==> src/rtl/i2s_tx.sv <==
// Philips I2S transmitter: one-entry sample buffer feeding a clk-divided bit clock
// with MSB-first left/right slots; WS leads the first data bit of each slot by one BCK.
module i2s_tx #(
  parameter int SAMPLE_W = 24,
  parameter int SLOT_W   = 32,
  parameter int BCK_DIV  = 4
) (
  input  logic                clk,
  input  logic                resetb,
  input  logic                enable,
  input  logic                mute,
  input  logic [SAMPLE_W-1:0] s_left,
  input  logic [SAMPLE_W-1:0] s_right,
  input  logic                s_valid,
  output logic                s_ready,
  output logic                i2s_bck,
  output logic                i2s_ws,
  output logic                i2s_d0,
  output logic                frame_strobe,
  output logic [7:0]          underflow_cnt
);

  localparam int DIV_W  = (BCK_DIV > 1) ? $clog2(BCK_DIV) : 1;
  localparam int BIDX_W = $clog2(2 * SLOT_W);
  localparam logic [DIV_W-1:0]  DIV_LAST   = DIV_W'(BCK_DIV - 1);
  localparam logic [BIDX_W-1:0] LAST_IDX   = BIDX_W'(2 * SLOT_W - 1);
  localparam logic [BIDX_W-1:0] SLOT_IDX   = BIDX_W'(SLOT_W);
  localparam logic [BIDX_W-1:0] SAMPLE_IDX = BIDX_W'(SAMPLE_W);

  // Serial bit at frame index idx: MSB-first per slot, zero padding past SAMPLE_W.
  function automatic logic pcm_bit(
    input logic [SAMPLE_W-1:0] left,
    input logic [SAMPLE_W-1:0] right,
    input logic [BIDX_W-1:0]   idx
  );
    logic [BIDX_W-1:0]   pos;
    logic [SAMPLE_W-1:0] word;
    logic [SAMPLE_W-1:0] shifted;
    if (idx >= SLOT_IDX) begin
      pos  = idx - SLOT_IDX;
      word = right;
    end else begin
      pos  = idx;
      word = left;
    end
    if (pos < SAMPLE_IDX) begin
      shifted = word >> (SAMPLE_IDX - BIDX_W'(1) - pos);
      pcm_bit = shifted[0];
    end else begin
      shifted = {SAMPLE_W{1'b0}};
      pcm_bit = 1'b0;
    end
  endfunction

  // WS is high one BCK ahead of the right slot and drops one BCK ahead of the next left slot.
  function automatic logic slot_ws(input logic [BIDX_W-1:0] idx);
    slot_ws = (idx >= (SLOT_IDX - BIDX_W'(1))) && (idx != LAST_IDX);
  endfunction

  logic [DIV_W-1:0]    div_cnt_r;
  logic [BIDX_W-1:0]   b_r;
  logic                bck_r;
  logic                ws_r;
  logic                d0_r;
  logic                strobe_r;
  logic [7:0]          uf_cnt_r;
  logic                hold_full_r;
  logic [SAMPLE_W-1:0] hold_l_r;
  logic [SAMPLE_W-1:0] hold_r_r;
  logic [SAMPLE_W-1:0] sh_l_r;
  logic [SAMPLE_W-1:0] sh_r_r;

  logic                wrap_s;
  logic                fall_s;
  logic                load_s;
  logic                accept_s;
  logic                bypass_s;
  logic                underflow_s;
  logic [BIDX_W-1:0]   b_next_s;
  logic [SAMPLE_W-1:0] load_l_s;
  logic [SAMPLE_W-1:0] load_r_s;
  logic [SAMPLE_W-1:0] frame_l_s;
  logic [SAMPLE_W-1:0] frame_r_s;
  logic                ws_next_s;
  logic                d0_next_s;

  // Divider events, frame-load source selection and next serial outputs.
  always_comb begin
    wrap_s      = enable && (div_cnt_r == DIV_LAST);
    fall_s      = wrap_s && bck_r;
    load_s      = fall_s && (b_r == LAST_IDX);
    accept_s    = s_valid && !hold_full_r;
    bypass_s    = load_s && accept_s;
    underflow_s = load_s && !hold_full_r && !s_valid;
    if (b_r == LAST_IDX) begin
      b_next_s = {BIDX_W{1'b0}};
    end else begin
      b_next_s = b_r + BIDX_W'(1);
    end
    if (mute || underflow_s) begin
      load_l_s = {SAMPLE_W{1'b0}};
      load_r_s = {SAMPLE_W{1'b0}};
    end else if (hold_full_r) begin
      load_l_s = hold_l_r;
      load_r_s = hold_r_r;
    end else begin
      load_l_s = s_left;
      load_r_s = s_right;
    end
    if (load_s) begin
      frame_l_s = load_l_s;
      frame_r_s = load_r_s;
    end else begin
      frame_l_s = sh_l_r;
      frame_r_s = sh_r_r;
    end
    ws_next_s = slot_ws(b_next_s);
    d0_next_s = pcm_bit(frame_l_s, frame_r_s, b_next_s);
  end

  // Bit clock, bit index and registered I2S pins; disabling drops the frame in progress.
  always_ff @(posedge clk or negedge resetb) begin
    if (!resetb) begin
      div_cnt_r <= {DIV_W{1'b0}};
      b_r       <= LAST_IDX;
      bck_r     <= 1'b0;
      ws_r      <= 1'b0;
      d0_r      <= 1'b0;
      strobe_r  <= 1'b0;
      sh_l_r    <= {SAMPLE_W{1'b0}};
      sh_r_r    <= {SAMPLE_W{1'b0}};
    end else if (!enable) begin
      div_cnt_r <= {DIV_W{1'b0}};
      b_r       <= LAST_IDX;
      bck_r     <= 1'b0;
      ws_r      <= 1'b0;
      d0_r      <= 1'b0;
      strobe_r  <= 1'b0;
    end else begin
      div_cnt_r <= wrap_s ? {DIV_W{1'b0}} : (div_cnt_r + DIV_W'(1));
      if (wrap_s) begin
        bck_r <= !bck_r;
      end
      if (fall_s) begin
        b_r  <= b_next_s;
        ws_r <= ws_next_s;
        d0_r <= d0_next_s;
      end
      if (load_s) begin
        sh_l_r <= load_l_s;
        sh_r_r <= load_r_s;
      end
      strobe_r <= load_s;
    end
  end

  // One-entry holding buffer; a pair offered in the load cycle bypasses it.
  always_ff @(posedge clk or negedge resetb) begin
    if (!resetb) begin
      hold_full_r <= 1'b0;
      hold_l_r    <= {SAMPLE_W{1'b0}};
      hold_r_r    <= {SAMPLE_W{1'b0}};
    end else if (load_s && hold_full_r) begin
      hold_full_r <= 1'b0;
    end else if (accept_s && !bypass_s) begin
      hold_full_r <= 1'b1;
      hold_l_r    <= s_left;
      hold_r_r    <= s_right;
    end
  end

  // Saturating count of frames that started with no sample available.
  always_ff @(posedge clk or negedge resetb) begin
    if (!resetb) begin
      uf_cnt_r <= 8'd0;
    end else if (underflow_s && (uf_cnt_r != 8'hFF)) begin
      uf_cnt_r <= uf_cnt_r + 8'd1;
    end
  end

  assign s_ready       = !hold_full_r;
  assign i2s_bck       = bck_r;
  assign i2s_ws        = ws_r;
  assign i2s_d0        = d0_r;
  assign frame_strobe  = strobe_r;
  assign underflow_cnt = uf_cnt_r;

endmodule
==> config.mk <==
export PLATFORM = sky130hd
export DESIGN_NAME = i2s_tx
export DESIGN_NICKNAME = d
export VERILOG_FILES = /design/src/rtl/i2s_tx.sv
export SDC_FILE = /design/constraint.sdc
export NUM_CORES = 1
export LEC_CHECK = 0
export BUFFER_PORTS_ARGS = -buffer_cell sky130_fd_sc_hd__buf_2
export CAP_MARGIN = 20
export CORE_MARGIN = 5
export CORE_UTILIZATION = 35
export CTS_CLUSTER_DIAMETER = 200
export DETAILED_ROUTE_END_ITERATION = 10
export SETUP_SLACK_MARGIN = 0.1
export SLEW_MARGIN = 15
export SYNTH_ARGS = -nofsm -noshare
export SYNTH_HDL_FRONTEND = slang
export SYNTH_SLANG_ARGS = --single-unit
==> constraint.sdc <==
create_clock -name clk -period 3.15 [get_ports clk]
set_input_delay 0.1575 -clock clk [delete_from_list [all_inputs] [get_ports clk]]
set_output_delay 0.1575 -clock clk [all_outputs]
set_load 0.01 [all_outputs]
== Yosys cells after proc, flatten, opt, wreduce, memory -nomap -nowiden ==
Index checks and enable logic that the tools add are counted.

* Bits in registers: 117
* Bits in writable memories: 0
* Output and inout port bits: 13
* Latch bits: 0
* Logic and storage cells: 69
* Memories: 0
* Bits in read-only memories: 0

* Equality and inequality tests: 6
* Reduce and logical (&&, ||, !) cells: 18
* Div/mod/pow operators: 0
* Bitwise operators: 1
* Shift operators: 1
* Multiply operators: 0
* Add/sub/neg operators: 5
* Multiplexer cells: 23
* Magnitude comparators: 3

{| class="wikitable"
|+ Operators by type and width
! kind !! count
|-
| 24-bit 2-to-1 mux || 7
|-
| 6-bit 2-to-1 mux || 4
|-
| 24-bit by 6-bit right shift with 1-bit output || 1
|-
| 1-bit logical AND || 11
|-
| 1-bit 2-to-1 mux || 10
|-
| 8-bit by 1-bit adder with 8-bit output (second input constant) || 1
|-
| 8-bit inequality test (second input constant) || 1
|-
| 6-bit by 1-bit adder with 6-bit output (second input constant) || 1
|-
| 6-bit == test (second input constant) || 1
|-
| 6-bit by 5-bit greater-or-equal comparator with 1-bit output (second input constant) || 1
|-
| 6-bit greater-or-equal comparator (second input constant) || 1
|-
| 6-bit by 5-bit less-than comparator with 1-bit output (second input constant) || 1
|-
| 6-bit inequality test (second input constant) || 1
|-
| 5-bit by 6-bit subtractor with 6-bit output (first input constant) || 1
|-
| 6-bit subtractor (second input constant) || 1
|-
| 1-bit logical NOT || 4
|-
| 2-bit 2-to-1 mux || 2
|-
| 2-bit by 1-bit inequality test with 1-bit output (second input constant) || 2
|-
| 2-bit by 1-bit adder with 2-bit output (second input constant) || 1
|-
| 2-bit == test (second input constant) || 1
|-
| 2-bit AND reduction || 1
|-
| 2-bit nonzero test || 1
|-
| 1-bit logical OR || 1
|-
| 1-bit NOT || 1
|}

== Depth between registers and ports, before layout ==
* Depth in word-level cells: 14
* Depth in mapped cells: 13
* Mapped depth without buffers: 9

== Worst setup path before layout ==
No wires, ideal clock.

* Path type: flip-flop to flip-flop
* Start point: register b_r[0]
* End point: register d0_r, in the netlist i2s_d0
* Stages on the path, launching flop included: 12
* Required time: 3.023 ns
* Setup slack: 0.113 ns
* Arrival time: 2.910 ns
* Path buffers: 2
* Cells stage by stage: dfstp_2 -> ha_1 -> nand4_4 -> or2_1 -> buf_6 -> clkinv_4 -> buf_12 -> mux2_2 -> mux2_2 -> mux4_2 -> o31ai_1 -> o31ai_1

* Cells in the longest elaborated chain, start to end: 12

{| class="wikitable"
|+ Ends and longest elaborated chain
! element !! line !! text
|-
| start: declaration || 61 || <nowiki>logic [BIDX_W-1:0] b_r;</nowiki>
|-
| start signal: assignment || 145 || <nowiki>b_r <= b_next_s;</nowiki>
|-
| parallel branches: the longest is 9 deep, another holds 6-bit by 1-bit adder with 6-bit output || -- ||
|-
| 1-bit 2-to-1 mux (*) || 46 || <nowiki>if (pos < SAMPLE_IDX) begin</nowiki>
|-
| 1-bit 2-to-1 mux (*) || 144 || <nowiki>if (fall_s) begin</nowiki>
|-
| 1-bit 2-to-1 mux (*) || 132 || <nowiki>end else if (!enable) begin</nowiki>
|-
| end signal: assignment || 147 || <nowiki>d0_r <= d0_next_s;</nowiki>
|-
| end: declaration || 64 || <nowiki>logic d0_r;</nowiki>
|}

Every way passes the cells marked *. The select of a mux whose other input is x is not followed.
A chain may end at the register's enable or synchronous reset.

== Final worst setup path ==
Ends and elaborated chain as after synthesis.

==> results.sh <==
export IMPL_antenna_found_initial=0
export IMPL_row_count=47
export IMPL_finalHoldViolCount=0
export IMPL_place_gp_congestion=0.817
export IMPL_worstSetupEndpointType="flip-flop"
export IMPL_grt_ovfl_total=0
export IMPL_core_um2=16700
export IMPL_drtIter0Drc=238
export IMPL_arrival_ns=3.22
export IMPL_intPower_mw=2.94
export IMPL_clockBufferDepth=2
export IMPL_ant_nets=0
export IMPL_grt_pass1_vias=4616
export IMPL_cts_tree="yes"
export IMPL_p_clk_share_pct=45.7
export IMPL_clock_latency_ns=0.42
export IMPL_cp_data_required_time_ns=3.45
export IMPL_hp_class="primary input to flip-flop"
export IMPL_syn_nets=573
export IMPL_fillers=1585
export IMPL_outcome="finished, final reports clean"
export IMPL_drive_above_1_share_pct=31.7
export IMPL_vias=4284
export IMPL_holdWs_ns=0.0147
export IMPL_diodes=0
export IMPL_crit_fanout=15
export IMPL_route_detailed_drc=0
export IMPL_root_buffer="clkbuf_16"
export IMPL_grt_pass1_wl_um=23000
export IMPL_slew_headroom_pct=59.3
export IMPL_p_leak_nw=4.01
export IMPL_start_kind="flip-flop"
export IMPL_async_reset_ff_share_pct=100
export IMPL_finalCriticalPeriod_ns=2.93
export IMPL_synth_seq_cells=117
export IMPL_yosys_area_share_simple_pct=11.2
export IMPL_first_pass_iters=4
export IMPL_start_util_pct=35.8
export IMPL_area_growth_pct=26.9
export IMPL_path_class="flip-flop to flip-flop"
export IMPL_slew_viol_final=0
export IMPL_skew_ns=0.00916
export IMPL_cpMaxStageDelayCell="dfstp_2"
export IMPL_postPlaceCellArea_um2=6560
export IMPL_fmax_mhz=342
export IMPL_postLayoutCellArea_um2=7590
export IMPL_ys_types=48
export IMPL_worst_pin_slew_ns=0.609
export IMPL_num_io_pins=66
export IMPL_final_cell_mix="dfrtp_1, mux2_2, buf_2, mux2i_1, nand2_1"
export IMPL_cap_violations=0
export IMPL_slowest_delay_ns=0.60
export IMPL_p_per_area_nw_per_um2=503
export IMPL_seqPwrFrac_pct=44.1
export IMPL_synth_area_mux_share_pct=26.1
export IMPL_track_usage_pct=14.4
export IMPL_numCtsBuffers=17
export IMPL_ys_flop_type="dfrtp_1"
export IMPL_multi_input_area_um2=2800
export IMPL_vias_per_cell=4.98
export IMPL_mostFrequentLayoutCell="dfrtp_1"
export IMPL_port_buffers=65
export IMPL_clk_pin_slew_ns=0.05
export IMPL_fp_dieW_um=141
export IMPL_wl_per_cell_um=15.6
export IMPL_p_comb_share_pct=10.2
export IMPL_fin_crit_sh_pct=92.9
export IMPL_clock_sinks=117
export IMPL_layout_setup_ws_ns=0.224
export IMPL_switching_power_mw=0.874
export IMPL_ys_warn_count=0
export IMPL_grt_max_degree=49
export IMPL_synth_top_family_by_area="multiplexers"
export IMPL_post_cts_buffers=0
export IMPL_yosys_area_share_adder_pct=1.26
export IMPL_wl_um=13400
export IMPL_postSynthCellCount=514
export IMPL_syn_cell_area_um2=5980
export IMPL_finalSetupViolations=0
export IMPL_synth_yosys_seq_area_share_pct=49.1
export IMPL_worstPathCellList="ha_2 -> nand4_4 -> or2_1 -> buf_4 -> a21o_1 -> mux4_2 -> a211o_1 -> a41oi_1 -> o31ai_1"
export IMPL_nNetsFinal=686
export IMPL_place_detailed_hpwl_um=9360
export IMPL_synth_compound_area_share_pct=6.09
export IMPL_die_h_um=141
export IMPL_avgSynthCellArea_um2=11.6
export IMPL_synth_edf_count=0
export IMPL_rsz0062_at_grt="false"
export IMPL_seq_area_um2=2940
export IMPL_vdd_ir_drop_max_mv=0.385
export IMPL_dp_slack_ns=0.163
export IMPL_power_mw=3.82
export IMPL_htree_levels=4
export IMPL_synthXorXnorAreaFrac_pct=1.90
export IMPL_p_sw_share_pct=22.9
export IMPL_finalSetupTns_ns=0
export IMPL_die_area_um2=19800
## worst paths after layout
check / start / endpoint / slack (ns) / cells past startpoint
worst max-delay path: b_r[0]$_DFFE_PN1P_ / i2s_d0$_DFFE_PN0P_ / 0.22 / 9
min in group asynchronous: resetb / underflow_cnt[2]$_DFFE_PN0P_ / 0.25 / 2
worst max register to register: b_r[0]$_DFFE_PN1P_ / i2s_d0$_DFFE_PN0P_ / 0.22 / 9
worst min register to register: div_cnt_r[0]$_DFF_PN0_ / div_cnt_r[0]$_DFF_PN0_ / 0.44 / 1
worst min-delay path: s_left[5] / hold_l_r[5]$_DFFE_PN0P_ / 0.01 / 2
max in group asynchronous: resetb / b_r[0]$_DFFE_PN1P_ / 2.08 / 3
## area by class of cell
class                   instances  share of cell area (%)
clock buffers                  28                    6.81
clock inverters                 4                   0.264
inverters                      18                   0.956
multi-input cells             344                    36.9
flip-flops and latches        117                    38.7
well taps                     220                    3.63
repair buffers                129                    12.7
## state kept, by name, indices dropped and copies added (netlist names)
name / cells
div_cnt_r: 2
underflow_cnt: 8
sh_r_r: 24
hold_full_r: 1
i2s_d0: 1
i2s_ws: 1
hold_r_r: 24
sh_l_r: 24
hold_l_r: 24
frame_strobe: 1
i2s_bck: 1
b_r: 6
## worst max-delay path, delay by kind of cell (launching register included)
| kind | cells | cell delay (ns) |
|---|---|---|
| AND/OR/NAND/NOR | 2 | 0.39 |
| multiplexers | 1 | 0.51 |
| AO/OA/AOI/OAI | 4 | 0.86 |
| flip-flops | 1 | 0.60 |
| buffers and inverters | 1 | 0.22 |
| adder cells (fa/ha/maj) | 1 | 0.23 |
## timing repair
| action | CTS | global route |
|---|---|---|
| gates resized for setup | 0 | 4 |
| endpoints found under the setup margin | 0 | 1 |
| hold buffers | 48 | 0 |
| endpoints found under the hold margin | 81 | 0 |
## layer usage
| layer | routed length (um) | vias up | track usage [%] |
|---|---|---|---|
| li1 | - | 2055 | - |
| met1 | 5940 | 2128 | 18.1 |
| met2 | 6740 | 89 | 24.1 |
| met3 | 560 | 12 | 3.62 |
| met4 | 155 | 0 | 5.00 |
| met5 | 0 | - | 0 |
## cells by family (layout without fill, tap and decap cells)
| logic type | count (synthesis) | count (layout) |
|---|---|---|
| AND/OR/NAND/NOR | 142 | 142 |
| AO/OA/AOI/OAI | 50 | 50 |
| flip-flops | 117 | 117 |
| multiplexers | 133 | 133 |
| buffers and inverters | 53 | 179 |
| adder cells (fa/ha/maj) | 6 | 6 |
| XOR/XNOR | 13 | 13 |
## stage by stage
step / std cells / util, %
6_report: 860 / 45.4
5_1_grt: 860 / 45.4
4_1_cts: 860 / 45.4
3_5_place_dp: 780 / 39.3
3_3_place_gp: 780 / 39.3
2_1_floorplan: 514 / -
## power by group through the flow
stage                     registers [mW]  clock network [mW]  logic [mW]
after global routing                1.70                1.86       0.443
after detailed placement            1.71                   0       0.353
after global placement              1.70                   0       0.340
final                               1.68                1.74       0.390
after floorplan                     1.69                   0       0.219
after CTS                           1.68                1.79       0.400
## cell usage after synthesis (7+ instances only)
| master | n | area (um2) |
|---|---|---|
| xor2_1 | 7 | 61.3 |
| nor4_1 | 13 | 81.3 |
| mux4_2 | 12 | 270 |
| buf_2 | 13 | 65.1 |
| mux2i_1 | 56 | 561 |
| mux2_2 | 65 | 732 |
| nand2_1 | 52 | 195 |
| o21ai_0 | 10 | 50.1 |
| dfrtp_1 | 111 | 2780 |
| clkbuf_1 | 15 | 56.3 |
| a21o_1 | 13 | 97.6 |
| nor2_1 | 38 | 143 |
| nand3_1 | 15 | 75.1 |
| inv_1 | 17 | 63.8 |
(Power assumes the default switching activity.)
